===== src/rtl/cordic_hyp_pkg.sv =====
// Shared types and constants for the hyperbolic CORDIC front-end.
// The fold/normalise datapath assumes a 16-bit sample and a 2 x 5-bit ROM address.
package cordic_hyp_pkg;
  localparam int DATA_W  = 16;
  localparam int ADDR_W  = 10;
  localparam int MAG_W   = DATA_W - 1;
  localparam int FIELD_W = ADDR_W / 2;
  localparam int CNT_W   = 4;
  localparam int QUA_W   = 3;
  localparam int COR_W   = 7;

  localparam int SX = 2;
  localparam int SY = 1;
  localparam int SW = 0;

  localparam logic [MAG_W-1:0] SAT_MAX   = 15'h7FFF;
  localparam logic [CNT_W-1:0] MAX_SHIFT = 4'(MAG_W - 1);

  typedef enum logic [1:0] {IDLE, NORM, ISSUE} state_t;

  typedef struct packed {
    logic             vld;
    logic [QUA_W-1:0] qua;
    logic [COR_W-1:0] cor;
  } tag_t;

  localparam int TAG_W = $bits(tag_t);

  // |v| on MAG_W bits; the most negative code has no positive twin, so it clips.
  function automatic logic [MAG_W-1:0] abs_sat(input logic [DATA_W-1:0] v);
    logic [MAG_W-1:0] mag;
    if (!v[DATA_W-1])
      mag = v[MAG_W-1:0];
    else if (v[MAG_W-1:0] == '0)
      mag = SAT_MAX;
    else
      mag = ~v[MAG_W-1:0] + 1'b1;
    return mag;
  endfunction
endpackage


===== src/rtl/cordic_hyp_delay_line.sv =====
// Resettable shift register; carries the sample tag across the ROM read latency.
module cordic_hyp_delay_line #(
  parameter int W     = 11,
  parameter int DEPTH = 1
) (
  input  logic         clk,
  input  logic         reset,
  input  logic [W-1:0] i_din,
  output logic [W-1:0] o_dout
);
  logic [W-1:0] r_pipe [DEPTH];

  always_ff @(posedge clk) begin
    if (reset) begin
      for (int i = 0; i < DEPTH; i++) r_pipe[i] <= '0;
    end else begin
      r_pipe[0] <= i_din;
      for (int i = 1; i < DEPTH; i++) r_pipe[i] <= r_pipe[i-1];
    end
  end

  assign o_dout = r_pipe[DEPTH-1];
endmodule


===== src/rtl/cordic_hyp_rom_addr_gen.sv =====
// Folds a signed (x,y) into the first octant, normalises it bit-serially and issues the ROM read;
// wen/index_* arrive ROM_LAT cycles after rom_en, aligned with the ROM data word.
module cordic_hyp_rom_addr_gen
  import cordic_hyp_pkg::*;
#(
  parameter int ROM_LAT = 1
) (
  input  logic              clk,
  input  logic              reset,
  input  logic              in_valid,
  output logic              in_ready,
  input  logic [DATA_W-1:0] x_in,
  input  logic [DATA_W-1:0] y_in,
  output logic              rom_en,
  output logic [ADDR_W-1:0] rom_addr,
  output logic              wen,
  output logic [QUA_W-1:0]  index_qua,
  output logic [COR_W-1:0]  index_cor
);
  state_t           r_state, w_next;
  logic [MAG_W-1:0] r_a, r_b;
  logic [CNT_W-1:0] r_cnt;
  logic [QUA_W-1:0] r_qua;

  logic              r_rom_en, r_wen;
  logic [ADDR_W-1:0] r_rom_addr;
  logic [QUA_W-1:0]  r_index_qua;
  logic [COR_W-1:0]  r_index_cor;

  logic [MAG_W-1:0] w_ax, w_ay;
  logic             w_swap, w_accept, w_norm_done, w_issue;
  tag_t             w_tag_in, w_tag_out;

  assign w_ax        = abs_sat(x_in);
  assign w_ay        = abs_sat(y_in);
  assign w_swap      = (w_ay > w_ax);
  assign w_norm_done = r_a[MAG_W-1] || (r_a == '0) || (r_cnt == MAX_SHIFT);

  always_ff @(posedge clk) begin
    if (reset) r_state <= IDLE;
    else       r_state <= w_next;
  end

  always_comb begin
    w_next = r_state;
    case (r_state)
      IDLE:    if (in_valid) w_next = NORM;
      NORM:    if (w_norm_done) w_next = ISSUE;
      ISSUE:   w_next = IDLE;
      default: w_next = IDLE;
    endcase
  end

  always_comb begin
    in_ready = (r_state == IDLE);
    w_issue  = (r_state == ISSUE);
    w_accept = in_ready && in_valid;
  end

  always_ff @(posedge clk) begin
    if (reset) begin
      r_a   <= '0;
      r_b   <= '0;
      r_cnt <= '0;
      r_qua <= '0;
    end else if (w_accept) begin
      r_a        <= w_swap ? w_ay : w_ax;
      r_b        <= w_swap ? w_ax : w_ay;
      r_cnt      <= '0;
      r_qua[SX]  <= x_in[DATA_W-1];
      r_qua[SY]  <= y_in[DATA_W-1];
      r_qua[SW]  <= w_swap;
    end else if (r_state == NORM && !w_norm_done) begin
      r_a   <= r_a << 1;
      r_b   <= r_b << 1;
      r_cnt <= r_cnt + 4'd1;
    end
  end

  always_ff @(posedge clk) begin
    if (reset) begin
      r_rom_en   <= 1'b0;
      r_rom_addr <= '0;
    end else begin
      r_rom_en <= w_issue;
      if (w_issue) r_rom_addr <= {r_a[MAG_W-1 -: FIELD_W], r_b[MAG_W-1 -: FIELD_W]};
    end
  end

  // Tag enters the delay line on the same edge that raises rom_en; the extra
  // output register below makes up the final stage so wen lands ROM_LAT after rom_en.
  assign w_tag_in = '{vld: w_issue, qua: r_qua, cor: {r_cnt, r_b[MAG_W-FIELD_W-1 -: 3]}};

  cordic_hyp_delay_line #(
    .W     (TAG_W),
    .DEPTH (ROM_LAT)
  ) u_delay (
    .clk    (clk),
    .reset  (reset),
    .i_din  (w_tag_in),
    .o_dout (w_tag_out)
  );

  always_ff @(posedge clk) begin
    if (reset) begin
      r_wen       <= 1'b0;
      r_index_qua <= '0;
      r_index_cor <= '0;
    end else begin
      r_wen <= w_tag_out.vld;
      if (w_tag_out.vld) begin
        r_index_qua <= w_tag_out.qua;
        r_index_cor <= w_tag_out.cor;
      end
    end
  end

  assign rom_en    = r_rom_en;
  assign rom_addr  = r_rom_addr;
  assign wen       = r_wen;
  assign index_qua = r_index_qua;
  assign index_cor = r_index_cor;
endmodule


===== config.mk =====
export PLATFORM = sky130hd
export DESIGN_NAME = cordic_hyp_rom_addr_gen
export DESIGN_NICKNAME = d
export VERILOG_FILES = /design/src/rtl/cordic_hyp_pkg.sv /design/src/rtl/cordic_hyp_delay_line.sv /design/src/rtl/cordic_hyp_rom_addr_gen.sv
export SDC_FILE = /design/constraint.sdc
export NUM_CORES = 1
export LEC_CHECK = 0
export BUFFER_PORTS_ARGS = -buffer_cell sky130_fd_sc_hd__buf_2
export CAP_MARGIN = 20
export CORE_UTILIZATION = 52
export DETAILED_ROUTE_END_ITERATION = 8
export HOLD_SLACK_MARGIN = 0.15
export PLACE_DENSITY = 0.78
export SYNTH_ARGS = -nofsm -noshare
export SYNTH_HDL_FRONTEND = slang
export SYNTH_HIERARCHICAL = 1
export SYNTH_SLANG_ARGS = --single-unit

===== constraint.sdc =====
create_clock -name clk -period 5.1 [get_ports clk]
set_clock_uncertainty 0.2 [all_clocks]
set_input_delay 1.02 -clock clk [delete_from_list [all_inputs] [get_ports clk]]
set_output_delay 1.02 -clock clk [all_outputs]
set_load 0.01 [all_outputs]

==> impl_results.md <==
* Status: finished clean
* Largest net degree at the start of global routing at 43
* Grt met1 use at 32.51%
* Warnings, synthesis at 6
* Synth Area in XOR/XNOR at 5.252%
* Clk buf depth at 2
* Diodes inserted at 0
* Worst Max-Slew Pin Slew at 0.8743 ns
* Post-Route WL at 10.91 mm
* Global Route Usage Sum at 26.41%
* Met3 Use GR at 4.690%
* Routed Antenna Nets at 0
* Clock insertion delay at the later pin of the skew report at 0.35 ns
* Final period util at 96.56%
* Met2 Use GR at 45.11%
* Initial antenna violation count at 0
* Crit. End Element: flip-flop
* Grt peak-use layer: met2
* Largest family of logic cells by synthesized area: simple AND/OR/NAND/NOR gates
* Hpwl dp at 8.124 mm
* Wire per inst at 16.02 µm
* Htree depth at 3
* Root Buffer: clkbuf_8
* FF+latch count, synth at 72
* CTS Buf Count at 9
* GRT overflow at 0
* Final total power at 1.655 mW
* PortBufs at 57
* Seq/Total Area, Yosys at 34.57%
* Syn Nets at 563
* Vias at 4061
* DRC viols at 0
* Slew Viols, Final at 0
* Gpl congestion at 0.9319
* Critical-path maximum fanout at 9
* Clk sinks at 72
* Fin Hold WS at 0.2524 ns
* Post-synth ARST share at 0%
* Seq pwr share at 39.7%
* Setup Viol. Count Final at 0
* CP max stage delay at 0.49 ns
* I/O Pins at 58
* Hold Path Class: reg -> reg
* Dominant synthesized flop cell: dfxtp_1
* F_max at 0.2031 GHz
* Clock power frac at 35.1%
* Switching Share at 29.78%
* Setup bufs post-CTS at 0
* Cell Rows at 32
* Chip Height at 91.54 µm
* Post-synthesis average cell area at 8.175 µm²
* Number of distinct library cells after synthesis at 58
* Die area at 8380 µm²
* Core Region at 7727 µm²
* Endpoints failing hold at 0
* Max-cap violations at 0
* Pre-antenna DRT Iters at 5
* Peak VDD IR at 125.4 µV
* Worst setup path category: in -> reg
* Initial DRC count at 258
* Worst EP arrival at 4.96 ns
* Synth Area in Adders at 5.402%
* PD cells at 334.4 nW/µm²
* Final #Nets at 627
* Vias in the first global route at 3675
* Lkg Pwr at 2.134 nW
* CTS tree: yes
* Share of layout cells above drive strength 1 at 20.90%
* Horiz. Die Dim at 91.54 µm
* Pint at 1.162 mW
* Crit path cell chain: buf_2, inv_1, ha_1, or4b_1, or3_4, nor3_4, nor2_1, mux2_2, ha_1, nand3_1, or3_1, o211a_1, o21ai_2, buf_4, nor2_1, a221oi_1
* Startpoint types: input port
* Global-route wire length before repair at 17.48 mm
* Synth Area in Simple Gates at 26.17%
* Mux share of post-synthesis cell area at 3.391%
* Combinational Power Share at 25.2%
* Initial Util at 53.95%
* Area Overhead vs Synth at 18.67%
* Compound-Gate Fraction of Synth Area at 21.34%
* Number of synthesized flops with an enable pin at 0
* Post-Synthesis Cell Area at 4169 µm²
* Clock slew at reported path FFs at 0.08 ns
* Mapped Cells at 510
* Switching power at 0.4928 mW
* CP max-delay cell: or4b_1
* Vias per cell at 5.963
* Crit path required time at 5.14 ns
* Fin crit period at 4.924 ns
* Slew margin rel. at 41.71%
## per-layer routing
metal | share of wire, % | vias up
li1 | - | 1962
met1 | 42 | 1905
met2 | 49 | 175
met3 | 7.2 | 19
met4 | 2.0 | 0
met5 | 0 | -
## power groups by stage
stage | logic [mW] | clock network, mW | registers (mW)
finish | 0.417 | 0.581 | 0.657
global route | 0.457 | 0.611 | 0.663
CTS | 0.407 | 0.588 | 0.655
detailed placement | 0.402 | 0 | 0.668
global placement | 0.393 | 0 | 0.666
floorplan | 0.290 | 0 | 0.655
## cells by family after synthesis
family / count (synthesis)
multiplexers: 14
AO/OA/AOI/OAI: 122
flip-flops: 72
XOR/XNOR: 25
adder cells (fa/ha/maj): 18
AND/OR/NAND/NOR: 221
buffers and inverters: 38
## worst paths after layout
kind	from	end	slack [ns]	depth (start not counted)
worst max register to register	r_cnt[0]$_SDFFE_PP0P_	r_b[3]$_SDFFE_PP0P_	2.17	8
worst min-delay path	rom_addr[4]$_SDFFE_PP0P_	rom_addr[4]$_SDFFE_PP0P_	0.25	2
worst min register to register	rom_addr[4]$_SDFFE_PP0P_	rom_addr[4]$_SDFFE_PP0P_	0.25	2
worst max-delay path	x_in[0]	r_b[9]$_SDFFE_PP0P_	0.18	16
## stage by stage
stage	setup TNS [ns]	std cells	utilization, %	setup WS (ns)	cell area, µm²
after global placement	0	664	60.28	0.05112	4658
after CTS	0	680	63.65	0.1916	4918
final	0	681	64.02	0.1756	4947
after floorplan	0	510	-	0.05635	4182
after detailed placement	-1.221	664	60.28	-0.1278	4658
after global routing	-0.02275	681	64.02	-0.01751	4947
## area by class of cell
cell class	count	area (µm²)
fill	645	2780
multi-input combinational	400	2597
sequential	72	1441
timing repair buffer	82	486.7
clock buffer	11	131.4
clock inverter	5	128.9
tap	102	127.6
inverter	9	33.78
## cell usage after synthesis (all sizes together), types with 2 or more instances
| library cell | instances | share of area [%] |
|---|---|---|
| nand2b | 4 | 0.60 |
| o211a | 2 | 0.48 |
| dfxtp | 72 | 35 |
| a311oi | 2 | 0.42 |
| mux2i | 13 | 3.1 |
| o41ai | 4 | 0.84 |
| a31oi | 2 | 0.30 |
| and3 | 5 | 0.75 |
| nand2 | 63 | 5.7 |
| buf | 9 | 1.3 |
| nor2b | 21 | 4.0 |
| or4b | 2 | 0.48 |
| and2 | 7 | 1.1 |
| nand3 | 3 | 0.36 |
| a22oi | 2 | 0.36 |
| a211oi | 8 | 1.4 |
| o211ai | 4 | 0.72 |
| nand4 | 4 | 0.60 |
| xor2 | 19 | 4.0 |
| xnor2 | 6 | 1.3 |
| nor2 | 81 | 7.3 |
| a221oi | 16 | 3.4 |
| nor4 | 4 | 0.60 |
| clkbuf | 20 | 1.8 |
| nor3 | 7 | 1.2 |
| a2111oi | 4 | 1.2 |
| ha | 18 | 5.4 |
| or4 | 4 | 0.81 |
| a211o | 18 | 3.8 |
| inv | 9 | 0.81 |
| a21oi | 26 | 3.1 |
| o21ai | 20 | 2.5 |
| or3 | 9 | 1.4 |
| o31ai | 7 | 1.3 |
| o21a | 2 | 0.36 |
## state kept, by name (all words and copies together), names as in the netlist
| register | flops |
|---|---|
| index_cor | 7 |
| index_qua | 3 |
| wen | 1 |
| r_state | 2 |
| r_b | 15 |
| r_cnt | 4 |
| r_qua | 3 |
| rom_addr | 10 |
| u_delay/r_pipe | 11 |
| r_a | 15 |
| rom_en | 1 |
## cell usage in the layout (no fill, tap or decap), types with 3 or more instances in the layout
cell	count
a211o_1	18
a211oi_1	8
a21oi_1	26
a221oi_1	15
and2_1	7
and3_1	5
buf_2	57
buf_4	22
bufinv_16	4
clkbuf_8	9
dfxtp_1	72
ha_1	18
inv_1	9
mux2i_1	13
nand2_1	63
nand2b_1	4
nand3_1	3
nand4_1	4
nor2_1	80
nor2b_1	11
nor2b_2	8
nor3_1	4
nor3_4	3
nor4_1	4
o211ai_1	4
o21ai_0	19
o31ai_1	7
o41ai_1	4
or3_1	8
or4_1	3
xnor2_1	6
xor2_1	19
## worst max-delay path, delay by kind of cell
kind,cells,cell delay (ns)
multiplexers,1,0.28
AND/OR/NAND/NOR,7,1.79
adder cells (fa/ha/maj),2,0.47
AO/OA/AOI/OAI,3,0.98
buffers and inverters,3,0.41
## repair_timing
| action | 4_1_cts | 5_1_grt |
|---|---|---|
| hold buffers | 0 | 0 |
| resized for setup | 0 | 5 |
| setup endpoints to repair | 0 | 13 |
Power figures use the tool's default switching activity.
